$ cat config.mk
export PLATFORM = sky130hd
export DESIGN_NAME = itf_dma_sched
export DESIGN_NICKNAME = d
export VERILOG_FILES = /design/src/rtl/itf_dma_sched.sv
export SDC_FILE = /design/constraint.sdc
export NUM_CORES = 1
export LEC_CHECK = 0
export ABC_AREA = 0
export BUFFER_PORTS_ARGS = -buffer_cell sky130_fd_sc_hd__buf_2
export CORE_AREA = 4 4 433 435
export DETAILED_ROUTE_END_ITERATION = 8
export DIE_AREA = 0 0 437 439
export HOLD_SLACK_MARGIN = 0.03
export PLACE_DENSITY_LB_ADDON = 0.25
export SYNTH_ARGS = -nofsm -noshare
export SYNTH_HDL_FRONTEND = slang
export SYNTH_SLANG_ARGS = --single-unit
$ cat constraint.sdc
create_clock -name clk -period 2.75 [get_ports clk]
set_input_delay 0.275 -clock clk [delete_from_list [all_inputs] [get_ports clk]]
set_output_delay 0.275 -clock clk [all_outputs]
set_load 0.01 [all_outputs]
$ cat src/rtl/itf_dma_sched.sv
// rtl/itf_dma_sched.sv - round-robin DMA scheduler for the shared off-chip data port
//
// Arbitrates NUM_CH on-chip DMA channels onto one off-chip data port. Each
// transfer is one command beat (len, addr, dir) followed by len data beats,
// DRAM->chip (read) or chip->DRAM (write), then a one-cycle completion pulse.
// The port is left to the host while I_ISAVld is high in IDLE.
//
// Ports:
//   clk, rst_n                    clock, asynchronous active-low reset
//   I_ISAVld                      host owns the port (sampled in IDLE only)
//   ChReq/ChWr/ChAddr/ChLen       per-channel request, direction, start address, length
//   ChGnt/ChDone                  one-hot grant (CMD..DONE), one-cycle completion pulse
//   ChWrDat/ChWrVld/ChWrRdy       per-channel write stream (chip->DRAM)
//   RdDat/RdVld/RdRdy             read stream (DRAM->chip), data broadcast
//   O_CmdVld/O_DatOE              command beat marker, chip drives the port
//   PadDatOut/PadDatVldOut        chip-driven port data/valid
//   PadDatRdyIn                   host ready while O_DatOE=1
//   PadDatIn/PadDatVldIn          host-driven port data/valid
//   PadDatRdyOut                  chip ready to host while O_DatOE=0
module itf_dma_sched #(
  parameter int NUM_CH          = 4,
  parameter int PORT_WIDTH      = 128,
  parameter int DRAM_ADDR_WIDTH = 32,
  parameter int LEN_WIDTH       = 16
) (
  input  logic                                clk,
  input  logic                                rst_n,
  input  logic                                I_ISAVld,
  input  logic [NUM_CH-1:0]                   ChReq,
  input  logic [NUM_CH-1:0]                   ChWr,
  input  logic [NUM_CH*DRAM_ADDR_WIDTH-1:0]   ChAddr,
  input  logic [NUM_CH*LEN_WIDTH-1:0]         ChLen,
  output logic [NUM_CH-1:0]                   ChGnt,
  output logic [NUM_CH-1:0]                   ChDone,
  input  logic [NUM_CH*PORT_WIDTH-1:0]        ChWrDat,
  input  logic [NUM_CH-1:0]                   ChWrVld,
  output logic [NUM_CH-1:0]                   ChWrRdy,
  output logic [PORT_WIDTH-1:0]               RdDat,
  output logic [NUM_CH-1:0]                   RdVld,
  input  logic [NUM_CH-1:0]                   RdRdy,
  output logic                                O_CmdVld,
  output logic                                O_DatOE,
  output logic [PORT_WIDTH-1:0]               PadDatOut,
  output logic                                PadDatVldOut,
  input  logic                                PadDatRdyIn,
  input  logic [PORT_WIDTH-1:0]               PadDatIn,
  input  logic                                PadDatVldIn,
  output logic                                PadDatRdyOut
);

  localparam int IDX_W = (NUM_CH > 1) ? $clog2(NUM_CH) : 1;

  typedef enum logic [2:0] {
    S_IDLE = 3'd0,
    S_CMD  = 3'd1,
    S_RD   = 3'd2,
    S_WR   = 3'd3,
    S_DONE = 3'd4
  } state_t;

  state_t                     state_q, state_d;
  logic [IDX_W-1:0]           ptr_q;
  logic [IDX_W-1:0]           idx_q;
  logic                       dir_q;
  logic [DRAM_ADDR_WIDTH-1:0] addr_q;
  logic [LEN_WIDTH-1:0]       len_q;
  logic [LEN_WIDTH-1:0]       cnt_q;
  // Completion pulse for zero-length requests; they never leave IDLE.
  logic [NUM_CH-1:0]          zdone_q;

  logic                       arb_hit;
  logic [IDX_W-1:0]           arb_idx;
  logic [IDX_W-1:0]           cand;
  logic                       sel_wr;
  logic [DRAM_ADDR_WIDTH-1:0] sel_addr;
  logic [LEN_WIDTH-1:0]       sel_len;
  logic [PORT_WIDTH-1:0]      gnt_wr_dat;
  logic                       gnt_wr_vld;
  logic                       gnt_rd_rdy;
  logic [NUM_CH-1:0]          idx_oh;
  logic                       grant_go;
  logic                       beat;
  logic                       last_beat;

  function automatic logic [IDX_W-1:0] next_idx(input logic [IDX_W-1:0] i);
    if (i == IDX_W'(NUM_CH - 1)) return '0;
    return i + IDX_W'(1);
  endfunction

  // Round-robin: first requester at or after ptr_q, wrapping.
  always_comb begin
    arb_hit = 1'b0;
    arb_idx = '0;
    cand    = '0;
    for (int k = 0; k < NUM_CH; k++) begin
      cand = IDX_W'((int'(ptr_q) + k) % NUM_CH);
      if (!arb_hit && ChReq[cand]) begin
        arb_hit = 1'b1;
        arb_idx = cand;
      end
    end
  end

  // Transfer descriptor of the channel being arbitrated in.
  always_comb begin
    sel_wr   = 1'b0;
    sel_addr = '0;
    sel_len  = '0;
    for (int k = 0; k < NUM_CH; k++) begin
      if (arb_idx == IDX_W'(k)) begin
        sel_wr   = ChWr[k];
        sel_addr = ChAddr[k*DRAM_ADDR_WIDTH +: DRAM_ADDR_WIDTH];
        sel_len  = ChLen[k*LEN_WIDTH +: LEN_WIDTH];
      end
    end
  end

  // Stream lanes of the channel currently holding the grant.
  always_comb begin
    gnt_wr_dat = '0;
    gnt_wr_vld = 1'b0;
    gnt_rd_rdy = 1'b0;
    for (int k = 0; k < NUM_CH; k++) begin
      if (idx_q == IDX_W'(k)) begin
        gnt_wr_dat = ChWrDat[k*PORT_WIDTH +: PORT_WIDTH];
        gnt_wr_vld = ChWrVld[k];
        gnt_rd_rdy = RdRdy[k];
      end
    end
  end

  assign idx_oh   = NUM_CH'(1) << idx_q;
  assign grant_go = (state_q == S_IDLE) && !I_ISAVld && arb_hit;

  always_comb begin
    beat = 1'b0;
    case (state_q)
      S_RD:    beat = PadDatVldIn & gnt_rd_rdy;
      S_WR:    beat = gnt_wr_vld & PadDatRdyIn;
      default: beat = 1'b0;
    endcase
  end

  assign last_beat = beat && (cnt_q == (len_q - LEN_WIDTH'(1)));

  // State register
  always_ff @(posedge clk or negedge rst_n) begin
    if (!rst_n) begin
      state_q <= S_IDLE;
    end else begin
      state_q <= state_d;
    end
  end

  // Next-state logic
  always_comb begin
    state_d = state_q;
    case (state_q)
      S_IDLE: if (grant_go && (sel_len != '0)) state_d = S_CMD;
      S_CMD:  if (PadDatRdyIn) state_d = dir_q ? S_WR : S_RD;
      S_RD,
      S_WR:   if (last_beat) state_d = S_DONE;
      S_DONE: state_d = S_IDLE;
      default: state_d = S_IDLE;
    endcase
  end

  // Latched transfer context, beat counter and round-robin pointer
  always_ff @(posedge clk or negedge rst_n) begin
    if (!rst_n) begin
      ptr_q   <= '0;
      idx_q   <= '0;
      dir_q   <= 1'b0;
      addr_q  <= '0;
      len_q   <= '0;
      cnt_q   <= '0;
      zdone_q <= '0;
    end else begin
      zdone_q <= '0;
      case (state_q)
        S_IDLE: begin
          if (grant_go) begin
            idx_q  <= arb_idx;
            dir_q  <= sel_wr;
            addr_q <= sel_addr;
            len_q  <= sel_len;
            // Empty transfer: complete immediately and move the pointer on.
            if (sel_len == '0) begin
              zdone_q <= NUM_CH'(1) << arb_idx;
              ptr_q   <= next_idx(arb_idx);
            end
          end
        end
        S_CMD: cnt_q <= '0;
        S_RD,
        S_WR:  if (beat) cnt_q <= cnt_q + LEN_WIDTH'(1);
        S_DONE: ptr_q <= next_idx(idx_q);
        default: ;
      endcase
    end
  end

  // Output decode
  always_comb begin
    ChGnt        = '0;
    ChDone       = zdone_q;
    ChWrRdy      = '0;
    RdVld        = '0;
    RdDat        = '0;
    O_CmdVld     = 1'b0;
    O_DatOE      = 1'b0;
    PadDatOut    = '0;
    PadDatVldOut = 1'b0;
    PadDatRdyOut = 1'b0;
    case (state_q)
      S_CMD: begin
        ChGnt        = idx_oh;
        O_CmdVld     = 1'b1;
        O_DatOE      = 1'b1;
        PadDatVldOut = 1'b1;
        PadDatOut    = PORT_WIDTH'({len_q, addr_q, dir_q});
      end
      S_RD: begin
        ChGnt        = idx_oh;
        PadDatRdyOut = gnt_rd_rdy;
        RdVld        = PadDatVldIn ? idx_oh : '0;
        RdDat        = PadDatIn;
      end
      S_WR: begin
        ChGnt        = idx_oh;
        O_DatOE      = 1'b1;
        PadDatOut    = gnt_wr_dat;
        PadDatVldOut = gnt_wr_vld;
        ChWrRdy      = PadDatRdyIn ? idx_oh : '0;
      end
      S_DONE: begin
        ChGnt  = idx_oh;
        ChDone = zdone_q | idx_oh;
      end
      default: ;
    endcase
  end

endmodule

==> results by group <==
Run status
  – Status: complete, but fails checks
  – Failing checks: negative setup slack

Yosys
  – XOR/XNOR Fraction of Synth Area: ~1.9%
  – Post-synth ARST share: 100%
  – Ys flop type: dfrtp_1
  – Mux cell area share after synthesis: 0.839%
  – Combinational family with the most area after synthesis: compound AO/OA/AOI/OAI gates
  – Syn Nets: 2652
  – Number of synthesized flops with an enable pin: 0
  – Simple-gate area share of the yosys netlist: 33.0%
  – Synth cell count leaders: 429 x nor2_1, 342 x a21oi_1, 160 x a22oi_1
  – Post-synthesis adder-cell area fraction: 1.15%
  – Yosys warns: 0
  – Leading area contributor after synthesis: dfrtp_1
  – Post-synth top area share: 17.5%
  – Top cells by area, synth: dfrtp_1 17%, a21oi_1 16%, nor2_1 15%
  – Register area share after synthesis: about 17%
  – Post-synth cell types: 74
  – Syn Std Cell Area: 10900 sq um
  – Post-synthesis average cell area: 6.08 sq um
  – Compound-Gate Fraction of Synth Area: 37.8%
  – Post-Syn Instances: 1789
  – Synth Register Bits: 76
  – Most frequent cell after synthesis: nor2_1

Timing
  – Max frequency: 315 MHz
  – Layout Skew: 17.0 ps
  – Worst setup margin: -424 ps
  – Total Negative Setup Slacks: -24020 ps
  – Crit share post-route: 115%
  – Tmin final: roughly 3200 ps
  – Unrepaired setup endpoints after global routing: yes
  – Slew Limit Fails: 0
  – Worst slew pin tran: 711 ps
  – Worst slew margin: 52.6%
  – Final Hold Violating Endpoints: 0
  – Final Setup Violations: 147

Setup path
  – Kind of end point of the critical path: register
  – Most used cell, CP: nor2b_4
  – Worst-path fanout max: 8
  – Crit-path max cell delay: between 400 and 500 ps
  – Req. time, crit path: 3020 ps
  – CP Class: register to register
  – CP cell instances: nor2b_2, a21oi_1, nor2_1, a221oi_4, nor2b_4, buf_6, ha_4, nor2b_4, buf_12, a221oi_2, o22ai_2, nor4b_4, buf_4, and3_4, o21ai_2, o311a_1
  – Worst setup SP type: register
  – Crit path arrival time: 3440 ps
  – Slowest cell on the critical path: dfrtp_2
  – CP delay by family, top: simple AND/OR/NAND/NOR gates
  – Crit path buf inv count: 3

Floorplanning
  – Die height: 439 um
  – Initial Util: 5.94%
  – # IOs: 1129
  – Die Wd: 437 um
  – Placeable Area: between 150000 and 200000 sq um
  – Core Rows: about 160
  – Die area: 192000 sq um

Power and ir drop
  – Comb pwr share: about 87%
  – Sw Share: between 50% and 60%
  – Net Switching: around 14000 uW
  – Leak: between 0.01 and 0.015 uW
  – VDD IR-drop max: 0.433 mV
  – Sequential Power Share: about 7.3%
  – Clk pwr share: 5.5%
  – Power per cell area: 1040 nW/um^2
  – Pint: 12300 uW

Clocking
  – CTS H-tree lvls: 3
  – CTS tree: built
  – Clock latency on the worst-skew pair: 390 ps
  – Clock sinks: 76
  – Clock Tree Buf Depth: 2
  – CTS Root Cell: clkbuf_16
  – Worst-path clk slew: 80 ps
  – Total CTS buffers: 9

Detailed routing
  – Mean routed wirelength per cell: between 20 and 30 um
  – Pre-antenna DRT Iters: 5
  – Via Count: around 19000
  – DRC violations left: 0
  – Vias per cell: roughly 3.5
  – Drt total wl: 160000 um
  – Routed Antenna Nets: 0
  – DRT iter0 DRCs: between 900 and 1000

Cells and area
  – Nets: roughly 3900
  – Layout cell share with drive strength beyond 1: 61.6%
  – Final core utilization: 14.0%
  – Final instance area: 25700 sq um
  – Final Non-Filler Cells: 5582
  – Area grow syn2layout: 136%

Global routing
  – Overflow after GRT: 0
  – Total GRT Usage: 15.6%
  – Antenna violations before repair: 175
  – Number of global-route vias before repair: 18900
  – Largest net degree at the start of global routing: 83
  – First-pass GRT wire length: about 200000 um

Placed design
  – Placed cell area: 21300 sq um
  – DP Cell Count: around 5500
  – Port-buffer cells: between 1000 and 1500
  – Pre-CTS WS: -952 ps
  – GP Congestion: 0.958
  – DP HPWL: 139000 um

Flow run
  – Max_cap viols: 0

Hold path
  – Min-delay worst type: input port to register
==> state kept, by name (all words and copies together) (netlist names) <==
register,count
idx_q,2
zdone_q,4
cnt_q,16
ptr_q,2
len_q,16
state_q,3
dir_q,1
addr_q,32
==> final cells by class <==
class,instances,area [sq um]
multi-input combinational,1507,10500
antenna,45,113
clock buffer,9,225
clock inverter,7,105
inverter,32,124
timing repair buffer,1442,9670
tap,2464,3080
fill,21500,157000
sequential,76,1900
==> metal layers <==
layer | GRT usage (%) | up-vias | wire length (um)
met5 | 0 | - | 195
met4 | 3.09 | 30 | 3650
met3 | 3.84 | 255 | 10500
met2 | 29.7 | 936 | 85700
met1 | 17.3 | 9198 | 60300
li1 | - | 8920 | -
==> worst min-delay path: stages <==
cell and delay, ps:
buf_2 80, a21oi_1 50, o21ai_1 100
==> timing repair <==
item                                    4_1_cts  5_1_grt
gates resized for setup                     468      331
buffers inserted                             66       44
endpoints found under the setup margin      175      182
pin swaps                                   128      215
hold buffers                                  1        0
endpoints found under the hold margin        32        0
gates cloned                                 16        3
==> cells by family after synthesis <==
group / Yosys count
simple gates: 777
compound gates: 686
buf+inv: 207
flops: 76
xor+xnor: 24
fa+ha+maj: 10
mux: 9
==> stage by stage <==
stage	hold WS (ps)	total power [uW]
after floorplan	-20.6	9210
after global placement	277	20200
after detailed placement	278	20200
after CTS	110	26000
after global routing	143	28600
final	158	26700
==> power by group through the flow <==
| stage | logic [uW] | clock network [uW] | registers, uW |
|---|---|---|---|
| 2_1_floorplan | 7480 | 0 | 1730 |
| 3_3_place_gp | 18200 | 0 | 1970 |
| 3_5_place_dp | 18200 | 0 | 1980 |
| 4_1_cts | 22400 | 1560 | 1960 |
| 5_1_grt | 25000 | 1560 | 2000 |
| 6_report | 23300 | 1460 | 1940 |
==> path summary, 6_finish.rpt <==
path                             startpoint  slack [ps]  cells past startpoint         end
max in group asynchronous             rst_n        1610                      3   addr_q[4]
min in group asynchronous             rst_n         410                      2    ptr_q[1]
worst min-delay path            ChAddr[120]         160                      3  addr_q[24]
worst max-delay path               ptr_q[0]        -420                     16    ptr_q[0]
worst max register to register     ptr_q[0]        -420                     16    ptr_q[0]
worst min register to register    addr_q[0]         480                      2   addr_q[0]
==> cell usage in the layout (no fill, tap or decap), types with 13 or more instances in the layout <==
master   count
o21ai_2     15
a22oi_1     14
a22oi_2    146
diode_2     45
o21ai_1     49
a21oi_4     23
buf_12      51
nor2_1     356
nor2_4      34
a21oi_2     92
buf_4      196
dfrtp_1     74
nand2_1    117
buf_8       19
buf_2     1068
and2_1     142
xnor2_1     13
buf_16      16
o21ai_4     14
nor2_2      39
a21oi_1    227
buf_6       87
inv_1       26
o21ai_0     36
Note: power is estimated with default switching activity, not from simulation.
